**src/rtl/mux_pkg.sv**
```systemverilog
// mux_pkg: shared constants and helpers for the mux_stream_arb slice.
//   MODE_SEL / MODE_RR : channel-selection mode encodings for mux_stream_arb.
//   sel_width(n)       : width of a channel index for an n-channel mux.
package mux_pkg;

  localparam int MODE_SEL = 0;  // channel chosen by the external sel input
  localparam int MODE_RR  = 1;  // channel chosen by round-robin among valid lanes

  // Channel-index width; never below one bit so sel/out_chan stay legal vectors.
  function automatic int sel_width(input int n);
    return (n > 2) ? $clog2(n) : 1;
  endfunction

endpackage

```
**src/rtl/mux_stream_arb_rr_pick.sv**
```systemverilog
// rr_pick: combinational round-robin picker.
//   req     [N]    : request vector, one bit per channel
//   last    [SELW] : channel granted most recently; the search starts just after it
//   gnt     [SELW] : first requesting channel found, scanning last+1, last+2, ... mod N
//   gnt_vld        : some channel is requesting (gnt is meaningful)
module rr_pick #(
  parameter int N    = 8,
  parameter int SELW = 3
) (
  input  logic [N-1:0]    req,
  input  logic [SELW-1:0] last,
  output logic [SELW-1:0] gnt,
  output logic            gnt_vld
);

  int unsigned    start;
  int unsigned    pos;
  logic [2*N-1:0] dbl;
  logic [N-1:0]   rot;

  // Rotate so the highest-priority channel sits at bit 0, pick the lowest set
  // bit, then add the rotation back to recover the real channel index.
  always_comb begin
    start   = (32'(last) + 32'd1) % N;
    dbl     = {req, req};
    rot     = N'(dbl >> start);
    pos     = 0;
    gnt_vld = 1'b0;
    for (int unsigned i = 0; i < N; i++) begin
      if (!gnt_vld && rot[i]) begin
        pos     = i;
        gnt_vld = 1'b1;
      end
    end
    gnt = SELW'((pos + start) % N);
  end

endmodule

```
**src/rtl/mux_stream_arb.sv**
```systemverilog
// mux_stream_arb: N:1 stream multiplexer with a registered output stage and a
// valid/ready handshake on every input lane and on the output.
//   clk, rst             : rising-edge clock, synchronous active-high reset
//   in_data  [N*WIDTH]   : packed lane data, lane i at [i*WIDTH +: WIDTH]
//   in_valid [N]         : per-lane valid
//   in_ready [N]         : per-lane ready, at most one bit high per cycle
//   sel      [SELW]      : lane select, only used when MODE == MODE_SEL
//   out_data [WIDTH]     : registered data of the accepted lane
//   out_chan [SELW]      : index of the lane that produced out_data
//   out_valid            : output register holds a word
//   out_ready            : consumer accepts the word
module mux_stream_arb
  import mux_pkg::*;
#(
  parameter  int WIDTH = 3,
  parameter  int N     = 8,
  parameter  int MODE  = MODE_RR,
  localparam int SELW  = sel_width(N)
) (
  input  logic                 clk,
  input  logic                 rst,
  input  logic [N*WIDTH-1:0]   in_data,
  input  logic [N-1:0]         in_valid,
  output logic [N-1:0]         in_ready,
  input  logic [SELW-1:0]      sel,
  output logic [WIDTH-1:0]     out_data,
  output logic [SELW-1:0]      out_chan,
  output logic                 out_valid,
  input  logic                 out_ready
);

  logic                  out_valid_q;
  logic [WIDTH-1:0]      out_data_q;
  logic [SELW-1:0]       out_chan_q;
  logic [SELW-1:0]       last_grant_q;

  logic                  load_en;
  logic                  xfer;
  logic                  gnt_vld;
  logic [SELW-1:0]       grant;
  logic [SELW-1:0]       rr_gnt;
  logic                  rr_vld;
  logic [(1<<SELW)-1:0]  valid_ext;
  logic [WIDTH-1:0]      grant_data;

  rr_pick #(
    .N    (N),
    .SELW (SELW)
  ) u_rr_pick (
    .req     (in_valid),
    .last    (last_grant_q),
    .gnt     (rr_gnt),
    .gnt_vld (rr_vld)
  );

  // valid padded to the full sel range so an out-of-range sel reads as idle.
  always_comb begin
    valid_ext         = '0;
    valid_ext[N-1:0]  = in_valid;
  end

  always_comb begin
    if (MODE == MODE_RR) begin
      grant   = rr_gnt;
      gnt_vld = rr_vld;
    end else begin
      grant   = sel;
      gnt_vld = valid_ext[sel];
    end
  end

  // The output register can take a word when empty or being drained this cycle.
  // Reset blocks the transfer so no lane sees ready during the reset cycle.
  assign load_en = !out_valid_q || out_ready;
  assign xfer    = !rst && load_en && gnt_vld;

  always_comb begin
    in_ready   = '0;
    grant_data = '0;
    for (int unsigned i = 0; i < N; i++) begin
      if (grant == SELW'(i)) begin
        in_ready[i] = xfer;
        grant_data  = in_data[i*WIDTH +: WIDTH];
      end
    end
  end

  always_ff @(posedge clk) begin
    if (rst) begin
      out_valid_q  <= 1'b0;
      out_data_q   <= '0;
      out_chan_q   <= '0;
      last_grant_q <= SELW'(N - 1);
    end else if (xfer) begin
      out_valid_q <= 1'b1;
      out_data_q  <= grant_data;
      out_chan_q  <= grant;
      if (MODE == MODE_RR) begin
        last_grant_q <= grant;
      end
    end else if (out_ready) begin
      out_valid_q <= 1'b0;
    end
  end

  assign out_valid = out_valid_q;
  assign out_data  = out_data_q;
  assign out_chan  = out_chan_q;

endmodule

```
**config.mk**
```make
export PLATFORM = sky130hd
export DESIGN_NAME = mux_stream_arb
export DESIGN_NICKNAME = d
export VERILOG_FILES = /design/src/rtl/mux_pkg.sv /design/src/rtl/mux_stream_arb_rr_pick.sv /design/src/rtl/mux_stream_arb.sv
export SDC_FILE = /design/constraint.sdc
export NUM_CORES = 1
export LEC_CHECK = 0
export ABC_AREA = 1
export CAP_MARGIN = 15
export CORE_MARGIN = 8
export CORE_UTILIZATION = 39
export CTS_CLUSTER_DIAMETER = 200
export DETAILED_ROUTE_END_ITERATION = 8
export PLACE_DENSITY = 0.77
export RECOVER_POWER = 50
export SLEW_MARGIN = 40
export SYNTH_ARGS = -nofsm -noshare
export SYNTH_HDL_FRONTEND = slang
export SYNTH_SLANG_ARGS = --single-unit
export TNS_END_PERCENT = 50
```
**constraint.sdc**
```tcl
create_clock -name clk -period 4.8 [get_ports clk]
set_input_delay 1.2 -clock clk [delete_from_list [all_inputs] [get_ports clk]]
set_output_delay 1.2 -clock clk [all_outputs]
set_load 0.02 [all_outputs]
```
==> load_flow_metrics.sql, run 1 <==
INSERT INTO impl_metrics (metric_group, metric, value, unit) VALUES
('floorplan', 'fp.dieW', '72.9', 'um'),
('finish', 'num_antenna_cells', '0', ''),
('routing', 'routedWlPerCell', '18.1', 'um'),
('clocking', 'cts.clk_slew.worst_paths', '0.07', 'ns'),
('routing', 'final_antenna_net_count', '0', ''),
('critical_path', 'critical-path-max-stage-delay', '0.35', 'ns'),
('routing', 'dr.first_iter.drc_count', '168', ''),
('global_route', 'antenna_found_initial', '0', ''),
('sta', 'timing.final.ws_setup', '-0.238', 'ns'),
('synth', 'yosysUniqueCellTypes', '35', ''),
('critical_path', 'worstSetupEndpointType', 'output port', ''),
('critical_path', 'crit_path_cell_trace', 'buf_8 -> nand2_4 -> nand3_4 -> nand3_2 -> nand2_2 -> nor2_2 -> nand2_2 -> nor2_4 -> nand4_4 -> o221ai_2 -> ha_2 -> inv_2 -> fa_2 -> xor2_2 -> inv_2 -> nand3_4 -> nand2_8 -> nor4_4 -> buf_4', ''),
('global_route', 'grt_pass1_wl', '8.74', 'mm'),
('global_route', 'grt_max_degree', '11', ''),
('clocking', 'cts_buffers', '3', ''),
('critical_path', 'timing.rr.end', 'out_data[1]', ''),
('hold_path', 'worst_min_delay_path_category', 'flop to flop', ''),
('routing', 'via_per_inst', '5.62', ''),
('synth', 'synth_top_area_cell', 'sky130_fd_sc_hd__nand2_1', ''),
('floorplan', 'core.rowCount', '20', ''),
('outcome', 'violations', 'setup timing', ''),
('synth', 'syn_area_per_cell', '5.93', 'um2'),
('placement', 'dp.final_hpwl', '3.52', 'mm'),
('outcome', 'outcome', 'complete, but fails checks', ''),
('placement', 'port_buffers', '49', ''),
('sta', 'fmaxAchievable', '199', 'MHz'),
('sta', 'skew', '0.00126', 'ns'),
('critical_path', 'setup.worst_path.start', 'in_valid[3]', ''),
('synth', 'yosysWarnings', '0', ''),
('global_route', 'grt_overflow', '0', ''),
('critical_path', 'timing.critical_path.arrival', '3.84', 'ns'),
('placement', 'routabilityCongestion', '0.924', ''),
('critical_path', 'cpMaxStageDelayCell', 'sky130_fd_sc_hd__fa_2', ''),
('sta', 'report.final.hold_viol_count', '0', ''),
('critical_path', 'setup.worst_path.class', 'primary input to output port', ''),
('clocking', 'clock_path_buffers', '2', ''),
('sta', 'finalSetupViolCount', '8', ''),
('floorplan', 'initial_utilization', '0.411', ''),
('critical_path', 'critPathLaunchType', 'primary input', ''),
('synth', 'synth.cell_area', '1260', 'um2'),
('global_route', 'global_route.usage.total', '0.202', ''),
('sta', 'fin_crit_sh', '1.05', ''),
('clocking', 'worst_skew_pair.late_latency', '0.27', 'ns'),
('routing', 'vias', '2008', ''),
('synth', 'synth.yosys.seq_area_share', '0.158', ''),
('routing', 'overall_routed_net_length', '6.46', 'mm'),
('routing', 'post_route_drc_violation_count', '0', ''),
('sta', 'slew_at_the_pin_with_the_worst_max_slew_slack', '0.399', 'ns'),
('critical_path', 'worstReg2RegStart', 'last_grant_q[0]', ''),
('global_route', 'first_global_vias', '1909', ''),
('finish', 'final_net_count', '355', ''),
('finish', 'area_growth', '110', '%'),
('clocking', 'clock-root-buffer', 'sky130_fd_sc_hd__clkbuf_4', ''),
('critical_path', 'reg2regPathDepth', '24', ''),
('sta', 'rsz0062_at_grt', 'yes', ''),
('floorplan', 'io_pins', '53', ''),
('clocking', 'htree_levels', '1', ''),
('clocking', 'clock_sink_count', '10', ''),
('clocking', 'cts_tree', 'done', ''),
('synth', 'ys_ff_latch', '10', ''),
('floorplan', 'fp.dieH', '72.9', 'um'),
('placement', 'placement.setup.worst_slack', '-0.955', 'ns'),
('synth', 'synth_area_leaders', 'sky130_fd_sc_hd__nand2_1 (18%), sky130_fd_sc_hd__dfxtp_1 (16%), sky130_fd_sc_hd__nand3_1 (14%)', ''),
('routing', 'detail_route.first_pass.iterations', '5', ''),
('critical_path', 'required', '3.60', 'ns'),
('sta', 'timing.slew.headroom', '0.734', ''),
('sta', 'slew_viol_final', '0', ''),
('synth', 'synth_fp_nets', '254', ''),
('critical_path', 'cp_max_fo', '8', ''),
('critical_path', 'crit_end', 'in_ready[3]', ''),
('floorplan', 'core_outline_area', '3080', 'um2'),
('critical_path', 'reg2reg_setup_slack', '0.91', 'ns'),
('sta', 'final.min_clock_period', '5.04', 'ns'),
('synth', 'postSynthCellCount', '213', ''),
('finish', 'post_route_cells_drive_above_1_share', '0.505', ''),
('floorplan', 'area_of_the_die', '5320', 'um2'),
('synth', 'post_synth_top_area_share', '0.181', ''),
('job', 'cap_violations', '0', '');
flip-flops by register name, summed over array words and instances, names as in the netlist:
signal / flops
out_chan: 3
out_valid: 1
out_data: 3
last_grant_q: 3
metrics by stage:
step	TNS [ns]	hold WS, ns	cell area [um2]	instances	util
2_1_floorplan	-0.000507	0.433	1340	213	-
3_3_place_gp	-7.12	0.448	2150	341	0.700
3_5_place_dp	-7.33	0.451	2150	341	0.700
4_1_cts	-0.418	0.462	2450	352	0.797
5_1_grt	-2.17	0.478	2660	357	0.863
6_report	-1.41	0.457	2660	357	0.863
routing by layer:
metal	vias to the layer above	share of wire	global-route usage
met5	-	0	0
met4	0	0.052	0.111
met3	34	0.073	0.0371
met2	114	0.50	0.338
met1	951	0.38	0.235
li1	909	-	-
cell families (layout without fill, tap and decap cells):
logic type,count (synthesis),in the layout,synth area share
buffers and inverters,34,134,0.124
and+or+nand+nor,148,148,0.568
AOI/OAI and AO/OA,16,16,0.0941
xor gates and xnor gates,2,2,0.0198
DFF,10,10,0.158
adders and majority gates,3,3,0.0356
placed cells by master, fill, tap and decap left out, types with 5 or more instances in the layout:
cell type,instances
sky130_fd_sc_hd__buf_4,52
sky130_fd_sc_hd__nand2_1,41
sky130_fd_sc_hd__clkdlybuf4s50_1,26
sky130_fd_sc_hd__inv_1,22
sky130_fd_sc_hd__nand3_2,19
sky130_fd_sc_hd__nor2_1,18
sky130_fd_sc_hd__nand2_2,14
sky130_fd_sc_hd__nand2_4,12
sky130_fd_sc_hd__nand3_1,12
sky130_fd_sc_hd__buf_6,10
sky130_fd_sc_hd__dfxtp_1,10
sky130_fd_sc_hd__nand4_1,9
sky130_fd_sc_hd__dlygate4sd3_1,7
sky130_fd_sc_hd__inv_2,6
sky130_fd_sc_hd__nand3_4,6
sky130_fd_sc_hd__buf_8,5
how the worst min path moves through the flow:
stage | from | to | slack, ns | cells past startpoint
2_1_floorplan | last_grant_q[1] | last_grant_q[1] | 0.43 | 2
3_3_place_gp | out_chan[0] | out_chan[0] | 0.45 | 2
3_5_place_dp | out_chan[2] | out_chan[2] | 0.45 | 2
4_1_cts | out_chan[2] | out_chan[2] | 0.46 | 2
5_1_grt | out_chan[2] | out_chan[2] | 0.48 | 2
6_report | out_chan[2] | out_chan[2] | 0.46 | 2
synthesized netlist by cell type, drive strengths merged:
master,instances
a21oi,6
a31oi,2
a41oi,1
buf,5
dfxtp,10
fa,1
ha,2
inv,29
nand2,70
nand3,37
nand4,10
nor2,24
nor3,4
nor4,3
o21ai,4
o221ai,1
o31ai,2
xnor2,1
xor2,1
area by class of cell:
class                           instances  area [um2]
Tap cell                               44        55.1
Sequential cell                        10         200
Inverter                               29         111
Clock buffer                            4        36.3
Fill cell                             161         420
Multi-Input combinational cell        169        1330
Timing Repair Buffer                  101         928
worst max-delay path: cells and delay by family:
| family | cells | cell delay (ns) |
|---|---|---|
| adders and majority gates | 2 | 0.57 |
| xor gates and xnor gates | 1 | 0.24 |
| AOI/OAI and AO/OA | 1 | 0.09 |
| and+or+nand+nor | 11 | 1.31 |
| buffers and inverters | 4 | 0.42 |
repair_timing:
action                     CTS  global route
setup buffers                7             5
setup endpoints to repair    8             8
hold buffers                 0             0
pin swaps                   45            26
gates resized for setup    135            32
Power of run 1 is left out: the tool's default activity adds up to more than one toggle a clock period on the data nets, which glitch-free logic cannot reach.
==> inputs of run 2 (changes only) <==
--- a/config.mk
+++ b/config.mk
@@ -7,11 +7,13 @@
 export LEC_CHECK = 0
 export ABC_AREA = 1
 export CAP_MARGIN = 15
+export CELL_PAD_IN_SITES_DETAIL_PLACEMENT = 1
+export CELL_PAD_IN_SITES_GLOBAL_PLACEMENT = 2
 export CORE_MARGIN = 8
-export CORE_UTILIZATION = 39
+export CORE_UTILIZATION = 19
 export CTS_CLUSTER_DIAMETER = 200
 export DETAILED_ROUTE_END_ITERATION = 8
-export PLACE_DENSITY = 0.77
+export PLACE_DENSITY_LB_ADDON = 0.1
 export RECOVER_POWER = 50
 export SLEW_MARGIN = 40
 export SYNTH_ARGS = -nofsm -noshare
==> load_flow_metrics.sql, run 2 (synthesis gave the netlist of run 1 again) <==
INSERT INTO impl_metrics (metric_group, metric, value, unit) VALUES
('outcome', 'outcome', 'complete, but fails checks', ''),
('outcome', 'violations', 'setup timing', ''),
('finish', 'layout.filler_cells', '773', ''),
('hold_path', 'hold_path_startpoint', 'out_chan[2]', ''),
('floorplan', 'area_of_the_die', '9520', 'um2'),
('hold_path', 'hold_path_depth', '2', ''),
('critical_path', 'timing.critical_path.arrival', '3.75', 'ns'),
('finish', 'final_core_util', '0.453', ''),
('sta', 'slew_viol_final', '0', ''),
('sta', 'fin_crit_sh', '1.03', ''),
('sta', 'skew', '0.00558', 'ns'),
('sta', 'rsz0062_at_grt', 'yes', ''),
('sta', 'report.final.hold_viol_count', '0', ''),
('finish', 'post_route_cells_drive_above_1_share', '0.530', ''),
('global_route', 'grt_max_degree', '11', ''),
('placement', 'dp.final_hpwl', '4.36', 'mm'),
('hold_path', 'min_delay_worst_endpoint', 'out_chan[2]', ''),
('finish', 'final_cell_mix', 'sky130_fd_sc_hd__buf_4 (65), sky130_fd_sc_hd__nand2_1 (40), sky130_fd_sc_hd__clkdlybuf4s50_1 (26)', ''),
('placement', 'routabilityCongestion', '0.734', ''),
('clocking', 'cts.clk_slew.worst_paths', '0.05', 'ns'),
('floorplan', 'io_pins', '53', ''),
('global_route', 'grt_overflow', '0', ''),
('finish', 'final_net_count', '370', ''),
('critical_path', 'worstReg2RegStart', 'last_grant_q[0]', ''),
('clocking', 'clock_sink_count', '10', ''),
('critical_path', 'critPathLaunchType', 'primary input', ''),
('routing', 'overall_routed_net_length', '5.92', 'mm'),
('critical_path', 'cp_max_fo', '5', ''),
('global_route', 'antenna_found_initial', '0', ''),
('critical_path', 'timing.rr.end', 'out_data[0]', ''),
('routing', 'post_route_drc_violation_count', '0', ''),
('sta', 'slew_at_the_pin_with_the_worst_max_slew_slack', '0.409', 'ns'),
('job', 'cap_violations', '0', ''),
('sta', 'timing.final.ws_setup', '-0.147', 'ns'),
('routing', 'detail_route.first_pass.iterations', '4', ''),
('sta', 'final.min_clock_period', '4.95', 'ns'),
('clocking', 'cts_buffers', '3', ''),
('critical_path', 'worstSetupEndpointType', 'output port', ''),
('routing', 'via_per_inst', '4.41', ''),
('critical_path', 'reg2reg_setup_slack', '1.09', 'ns'),
('floorplan', 'core.rowCount', '29', ''),
('clocking', 'cts_tree', 'done', ''),
('finish', 'area_growth', '129', '%'),
('global_route', 'global_route.usage.total', '0.116', ''),
('critical_path', 'reg2regPathDepth', '24', ''),
('critical_path', 'setup.worst_path.class', 'primary input to output port', ''),
('finish', 'final_instance_area', '2890', 'um2'),
('clocking', 'worst_skew_pair.late_latency', '0.24', 'ns'),
('sta', 'timing.slew.headroom', '0.727', ''),
('floorplan', 'fp.dieW', '97.6', 'um'),
('routing', 'routedWlPerCell', '14.6', 'um'),
('placement', 'port_buffers', '49', ''),
('floorplan', 'fp.dieH', '97.6', 'um'),
('floorplan', 'initial_utilization', '0.198', ''),
('finish', 'num_antenna_cells', '0', ''),
('sta', 'fmaxAchievable', '202', 'MHz'),
('sta', 'finalSetupViolCount', '8', ''),
('hold_path', 'worst_min_delay_path_category', 'flop to flop', ''),
('floorplan', 'core_outline_area', '6390', 'um2'),
('routing', 'vias', '1785', ''),
('clocking', 'clock_path_buffers', '2', ''),
('global_route', 'first_global_vias', '1972', ''),
('routing', 'final_antenna_net_count', '0', ''),
('finish', 'mostFrequentLayoutCell', 'sky130_fd_sc_hd__buf_4', ''),
('placement', 'post_dp_cell_area', '2200', 'um2'),
('clocking', 'clock-root-buffer', 'sky130_fd_sc_hd__clkbuf_8', ''),
('clocking', 'htree_levels', '1', ''),
('critical_path', 'required', '3.60', 'ns'),
('global_route', 'grt_pass1_wl', '9.35', 'mm'),
('routing', 'dr.first_iter.drc_count', '36', '');
==> run 2: cell count changes in the layout (fill, tap and decap cells not counted), moves of 2 or more <==
cell,change
sky130_fd_sc_hd__buf_4,+13
sky130_fd_sc_hd__nand2_4,+7
sky130_fd_sc_hd__nand2_2,-4
sky130_fd_sc_hd__buf_6,+3
sky130_fd_sc_hd__buf_8,-3
sky130_fd_sc_hd__clkbuf_4,-3
sky130_fd_sc_hd__clkbuf_8,+3
sky130_fd_sc_hd__nand3_2,-2
sky130_fd_sc_hd__nand3_4,+2
==> run 2: worst max-delay path, stage by stage <==
cell and delay [ns]:
sky130_fd_sc_hd__buf_6 0.11, sky130_fd_sc_hd__nand2_4 0.08, sky130_fd_sc_hd__nand3_4 0.08, sky130_fd_sc_hd__nand3_2 0.11, sky130_fd_sc_hd__nand2_2 0.08, sky130_fd_sc_hd__nor2_4 0.10, sky130_fd_sc_hd__nand2_2 0.09, sky130_fd_sc_hd__nor2_4 0.16
sky130_fd_sc_hd__inv_2 0.07, sky130_fd_sc_hd__o221ai_4 0.15, sky130_fd_sc_hd__ha_2 0.20, sky130_fd_sc_hd__inv_2 0.03, sky130_fd_sc_hd__fa_2 0.35, sky130_fd_sc_hd__xor2_2 0.19, sky130_fd_sc_hd__buf_4 0.15, sky130_fd_sc_hd__nand2_8 0.08
sky130_fd_sc_hd__nand2_8 0.08, sky130_fd_sc_hd__nor4_4 0.23, sky130_fd_sc_hd__buf_4 0.18
==> run 2: layout make-up <==
cell class | instances | area (um2) | share of cell area
Clock buffer | 4 | 55.1 | 0.0190
Inverter | 29 | 114 | 0.0394
Multi-Input combinational cell | 170 | 1390 | 0.481
Sequential cell | 10 | 200 | 0.0692
Tap cell | 77 | 96.3 | 0.0333
Timing Repair Buffer | 115 | 1030 | 0.358
==> run 2: worst max-delay path by stage <==
stage	start	endpoint	slack, ns	cells past startpoint
floorplan	in_valid[6]	in_ready[4]	-0.0005	19
global placement	in_valid[3]	in_ready[0]	-1.07	19
detailed placement	in_valid[2]	in_ready[3]	-1.10	19
CTS	in_valid[4]	in_ready[3]	-0.14	19
global route	in_valid[0]	in_ready[3]	-0.33	19
finish	in_valid[6]	in_ready[3]	-0.15	19
==> run 2: metrics by stage <==
stage | worst slack [ns] | cells | TNS [ns] | hold slack [ns]
floorplan | -0.000507 | 213 | -0.000507 | 0.433
global placement | -1.07 | 375 | -8.03 | 0.453
detailed placement | -1.10 | 375 | -8.23 | 0.453
CTS | -0.135 | 397 | -0.353 | 0.461
global route | -0.326 | 405 | -2.13 | 0.474
finish | -0.147 | 405 | -0.657 | 0.454
==> run 2: what timing repair did <==
action                     CTS  global route
gates resized for setup    145            29
setup endpoints to repair    8             8
buffers inserted            17            10
pin swaps                   33            13
hold buffers                 0             0
cloned                       1             0
==> run 2: metal layers <==
| layer | up-vias | part of all wire | GRT usage |
|---|---|---|---|
| li1 | 938 | - | - |
| met1 | 810 | 0.42 | 0.126 |
| met2 | 33 | 0.53 | 0.220 |
| met3 | 4 | 0.038 | 0.0292 |
| met4 | 0 | 0.0057 | 0.0175 |
| met5 | - | 0 | 0 |
Power of run 2 is left out for the same reason.
==> inputs of run 3 (changes only) <==
--- a/config.mk
+++ b/config.mk
@@ -5,12 +5,11 @@
 export SDC_FILE = /design/constraint.sdc
 export NUM_CORES = 1
 export LEC_CHECK = 0
-export ABC_AREA = 1
 export CAP_MARGIN = 15
 export CELL_PAD_IN_SITES_DETAIL_PLACEMENT = 1
 export CELL_PAD_IN_SITES_GLOBAL_PLACEMENT = 2
 export CORE_MARGIN = 8
-export CORE_UTILIZATION = 19
+export CORE_UTILIZATION = 22
 export CTS_CLUSTER_DIAMETER = 200
 export DETAILED_ROUTE_END_ITERATION = 8
 export PLACE_DENSITY_LB_ADDON = 0.1
==> load_flow_metrics.sql, run 3 <==
INSERT INTO impl_metrics (metric_group, metric, value, unit) VALUES
('synth', 'synthArstFlopShare', '0', ''),
('clocking', 'htree_levels', '1', ''),
('sta', 'timing.final.ws_setup', '-0.313', 'ns'),
('synth', 'synth_commonest_cells', 'sky130_fd_sc_hd__nand2_1 (14), sky130_fd_sc_hd__a21oi_1 (12), sky130_fd_sc_hd__nor2_1 (11), sky130_fd_sc_hd__dfxtp_1 (10), sky130_fd_sc_hd__o21ai_0 (8)', ''),
('finish', 'final_net_count', '284', ''),
('routing', 'post_route_drc_violation_count', '0', ''),
('sta', 'rsz0062_at_grt', 'yes', ''),
('synth', 'syn_area_per_cell', '9.08', 'um2'),
('critical_path', 'worstSetupEndpointType', 'output port', ''),
('clocking', 'cts-hold-fix-buffers', '0', ''),
('routing', 'via_per_inst', '4.81', ''),
('critical_path', 'setup.worst_path.start', 'in_valid[4]', ''),
('finish', 'layout.cells.non_filler', '314', ''),
('global_route', 'first_global_vias', '1689', ''),
('clocking', 'cts_buffers', '3', ''),
('sta', 'total_negative_slack', '-1.84', 'ns'),
('finish', 'final_core_util', '0.444', ''),
('floorplan', 'core_outline_area', '5510', 'um2'),
('sta', 'finalSetupViolCount', '8', ''),
('floorplan', 'area_of_the_die', '8370', 'um2'),
('routing', 'final_antenna_net_count', '0', ''),
('critical_path', 'required', '3.60', 'ns'),
('synth', 'synth_top_area_cell', 'sky130_fd_sc_hd__dfxtp_1', ''),
('sta', 'skew', '0.00153', 'ns'),
('clocking', 'cts_tree', 'done', ''),
('pwr', 'power.leakage', '0.000961', 'uW'),
('finish', 'mostFrequentLayoutCell', 'sky130_fd_sc_hd__buf_4', ''),
('placement', 'port_buffers', '49', ''),
('floorplan', 'core.rowCount', '27', ''),
('outcome', 'outcome', 'complete, but fails checks', ''),
('finish', 'final_cell_mix', 'sky130_fd_sc_hd__buf_4 (62), sky130_fd_sc_hd__clkdlybuf4s50_1 (26), sky130_fd_sc_hd__nand2_1 (14)', ''),
('sta', 'final.min_clock_period', '5.11', 'ns'),
('global_route', 'grt_overflow', '0', ''),
('placement', 'placement.setup.worst_slack', '-1.29', 'ns'),
('routing', 'routedWlPerCell', '16.0', 'um'),
('critical_path', 'setup.worst_path.class', 'primary input to output port', ''),
('finish', 'num_antenna_cells', '0', ''),
('synth', 'ys_ff_latch', '10', ''),
('synth', 'synth_fp_nets', '179', ''),
('finish', 'sequential_cell_area', '200', 'um2'),
('sta', 'slew_at_the_pin_with_the_worst_max_slew_slack', '0.483', 'ns'),
('sta', 'timing.slew.headroom', '0.678', ''),
('synth', 'yosysMostFrequentCell', 'sky130_fd_sc_hd__nand2_1', ''),
('finish', 'post_route_cells_drive_above_1_share', '0.500', ''),
('sta', 'report.final.hold_viol_count', '0', ''),
('sta', 'slew_viol_final', '0', ''),
('finish', 'area_growth', '95.0', '%'),
('floorplan', 'fp.dieW', '91.5', 'um'),
('critical_path', 'cp_max_fo', '5', ''),
('global_route', 'antenna_found_initial', '0', ''),
('floorplan', 'initial_utilization', '0.228', ''),
('critical_path', 'critPathLaunchType', 'primary input', ''),
('finish', 'multi_input_comb_area', '1170', 'um2'),
('critical_path', 'timing.rr.end', 'out_data[2]', ''),
('critical_path', 'reg2reg_setup_slack', '0.89', 'ns'),
('hold_path', 'worst_min_delay_path_category', 'flop to flop', ''),
('global_route', 'grt_max_degree', '12', ''),
('finish', 'layout.filler_cells', '616', ''),
('placement', 'placedCellCount', '298', ''),
('pwr', 'power_density', '911', 'nW/um2'),
('critical_path', 'reg2regPathDepth', '16', ''),
('routing', 'overall_routed_net_length', '5.02', 'mm'),
('clocking', 'cts.clk_slew.worst_paths', '0.06', 'ns'),
('synth', 'synth_area_leaders', 'sky130_fd_sc_hd__dfxtp_1 (16%), sky130_fd_sc_hd__mux4_2 (11%), sky130_fd_sc_hd__mux2_2 (6.3%)', ''),
('floorplan', 'fp.dieH', '91.5', 'um'),
('synth', 'synth_enable_flop_cells', '0', ''),
('job', 'cap_violations', '0', ''),
('clocking', 'clock_path_buffers', '2', ''),
('synth', 'post_synth_top_area_share', '0.160', ''),
('synth', 'postSynthCellCount', '138', ''),
('routing', 'dr.first_iter.drc_count', '38', ''),
('clocking', 'clock-root-buffer', 'sky130_fd_sc_hd__clkbuf_8', ''),
('critical_path', 'worstReg2RegStart', 'last_grant_q[1]', ''),
('pwr', 'ir_drop', '0.409', 'mV'),
('placement', 'routabilityCongestion', '0.751', ''),
('global_route', 'global_route.usage.total', '0.121', ''),
('hold_path', 'hold_path_depth', '2', ''),
('floorplan', 'io_pins', '53', ''),
('global_route', 'grt_pass1_wl', '8.49', 'mm'),
('synth', 'synth.cell_area', '1250', 'um2'),
('synth', 'yosysWarnings', '0', ''),
('hold_path', 'min_delay_worst_endpoint', 'out_data[0]', ''),
('routing', 'vias', '1509', ''),
('sta', 'fmaxAchievable', '196', 'MHz'),
('synth', 'synth.yosys.seq_area_share', '0.160', ''),
('sta', 'fin_crit_sh', '1.07', ''),
('clocking', 'worst_skew_pair.late_latency', '0.24', 'ns'),
('placement', 'dp.final_hpwl', '4.22', 'mm'),
('hold_path', 'hold_path_startpoint', 'out_data[0]', ''),
('synth', 'yosysUniqueCellTypes', '44', ''),
('routing', 'detail_route.first_pass.iterations', '4', ''),
('outcome', 'violations', 'setup timing', ''),
('pwr', 'total_power', '2230', 'uW'),
('synth', 'ys.flop_type', 'sky130_fd_sc_hd__dfxtp_1', ''),
('clocking', 'clock_sink_count', '10', ''),
('critical_path', 'timing.critical_path.arrival', '3.91', 'ns');
## run 3: stage by stage
step                      hold slack (ns)  area [um2]
after floorplan                     0.465        1360
after global placement              0.458        2230
after detailed placement            0.463        2230
after CTS                           0.475        2330
after global routing                0.509        2440
final                               0.468        2440
## run 3: worst max-delay path by stage
stage / endpoint / slack, ns / cells after the start
after floorplan: in_ready[4] / -0.11 / 12
after global placement: in_ready[5] / -1.15 / 14
after detailed placement: in_ready[4] / -1.29 / 14
after CTS: in_ready[4] / -0.47 / 15
after global routing: in_ready[4] / -0.45 / 14
final: in_ready[4] / -0.31 / 14
## run 3: what timing repair did
item | 4_1_cts | 5_1_grt
setup buffers | 7 | 5
endpoints found under the setup margin | 8 | 8
cloned | 0 | 0
gates resized for setup | 75 | 37
pin swaps | 18 | 18
## run 3: critical path: stages
cell                        delay (ns)
sky130_fd_sc_hd__buf_6            0.11
sky130_fd_sc_hd__nor4b_4          0.32
sky130_fd_sc_hd__o21ba_4          0.21
sky130_fd_sc_hd__a21boi_4         0.19
sky130_fd_sc_hd__nor2_4           0.06
sky130_fd_sc_hd__o21ai_2          0.11
sky130_fd_sc_hd__a21o_1           0.12
sky130_fd_sc_hd__ha_2             0.16
sky130_fd_sc_hd__inv_2            0.04
sky130_fd_sc_hd__fa_2             0.42
sky130_fd_sc_hd__xnor2_4          0.18
sky130_fd_sc_hd__a21o_4           0.24
sky130_fd_sc_hd__a2111oi_4        0.35
sky130_fd_sc_hd__buf_4            0.20
## run 3: final cells by class
class | instances | share of cell area
clock buffer | 4 | 0.0225
inverter | 3 | 0.00461
multi-input combinational | 119 | 0.481
sequential | 10 | 0.0819
tap | 72 | 0.0368
timing repair buffer | 106 | 0.374
## run 3: kinds of logic after synthesis
family                   Yosys count  share of synthesized area
AO/OA/AOI/OAI                     53                      0.307
AND/OR/NAND/NOR                   41                      0.190
XOR/XNOR                           2                     0.0260
multiplexers                      20                      0.233
adder cells (fa/ha/maj)            3                     0.0359
flip-flops                        10                      0.160
buffers and inverters              9                     0.0489
## run 3: per-layer routing
layer	part of all wire	track usage	up-vias
met3	0.049	0.0296	0
li1	-	-	741
met4	0	0.0123	0
met2	0.52	0.220	35
met1	0.43	0.142	733
met5	0	0	-
## run 3: power breakdown
group          total, uW  internal, uW  switching [uW]
clock                113          72.5            40.9
sequential           134           118            16.4
combinational       1980          1030             948
No activity file was read; power rests on OpenSTA's default activity.
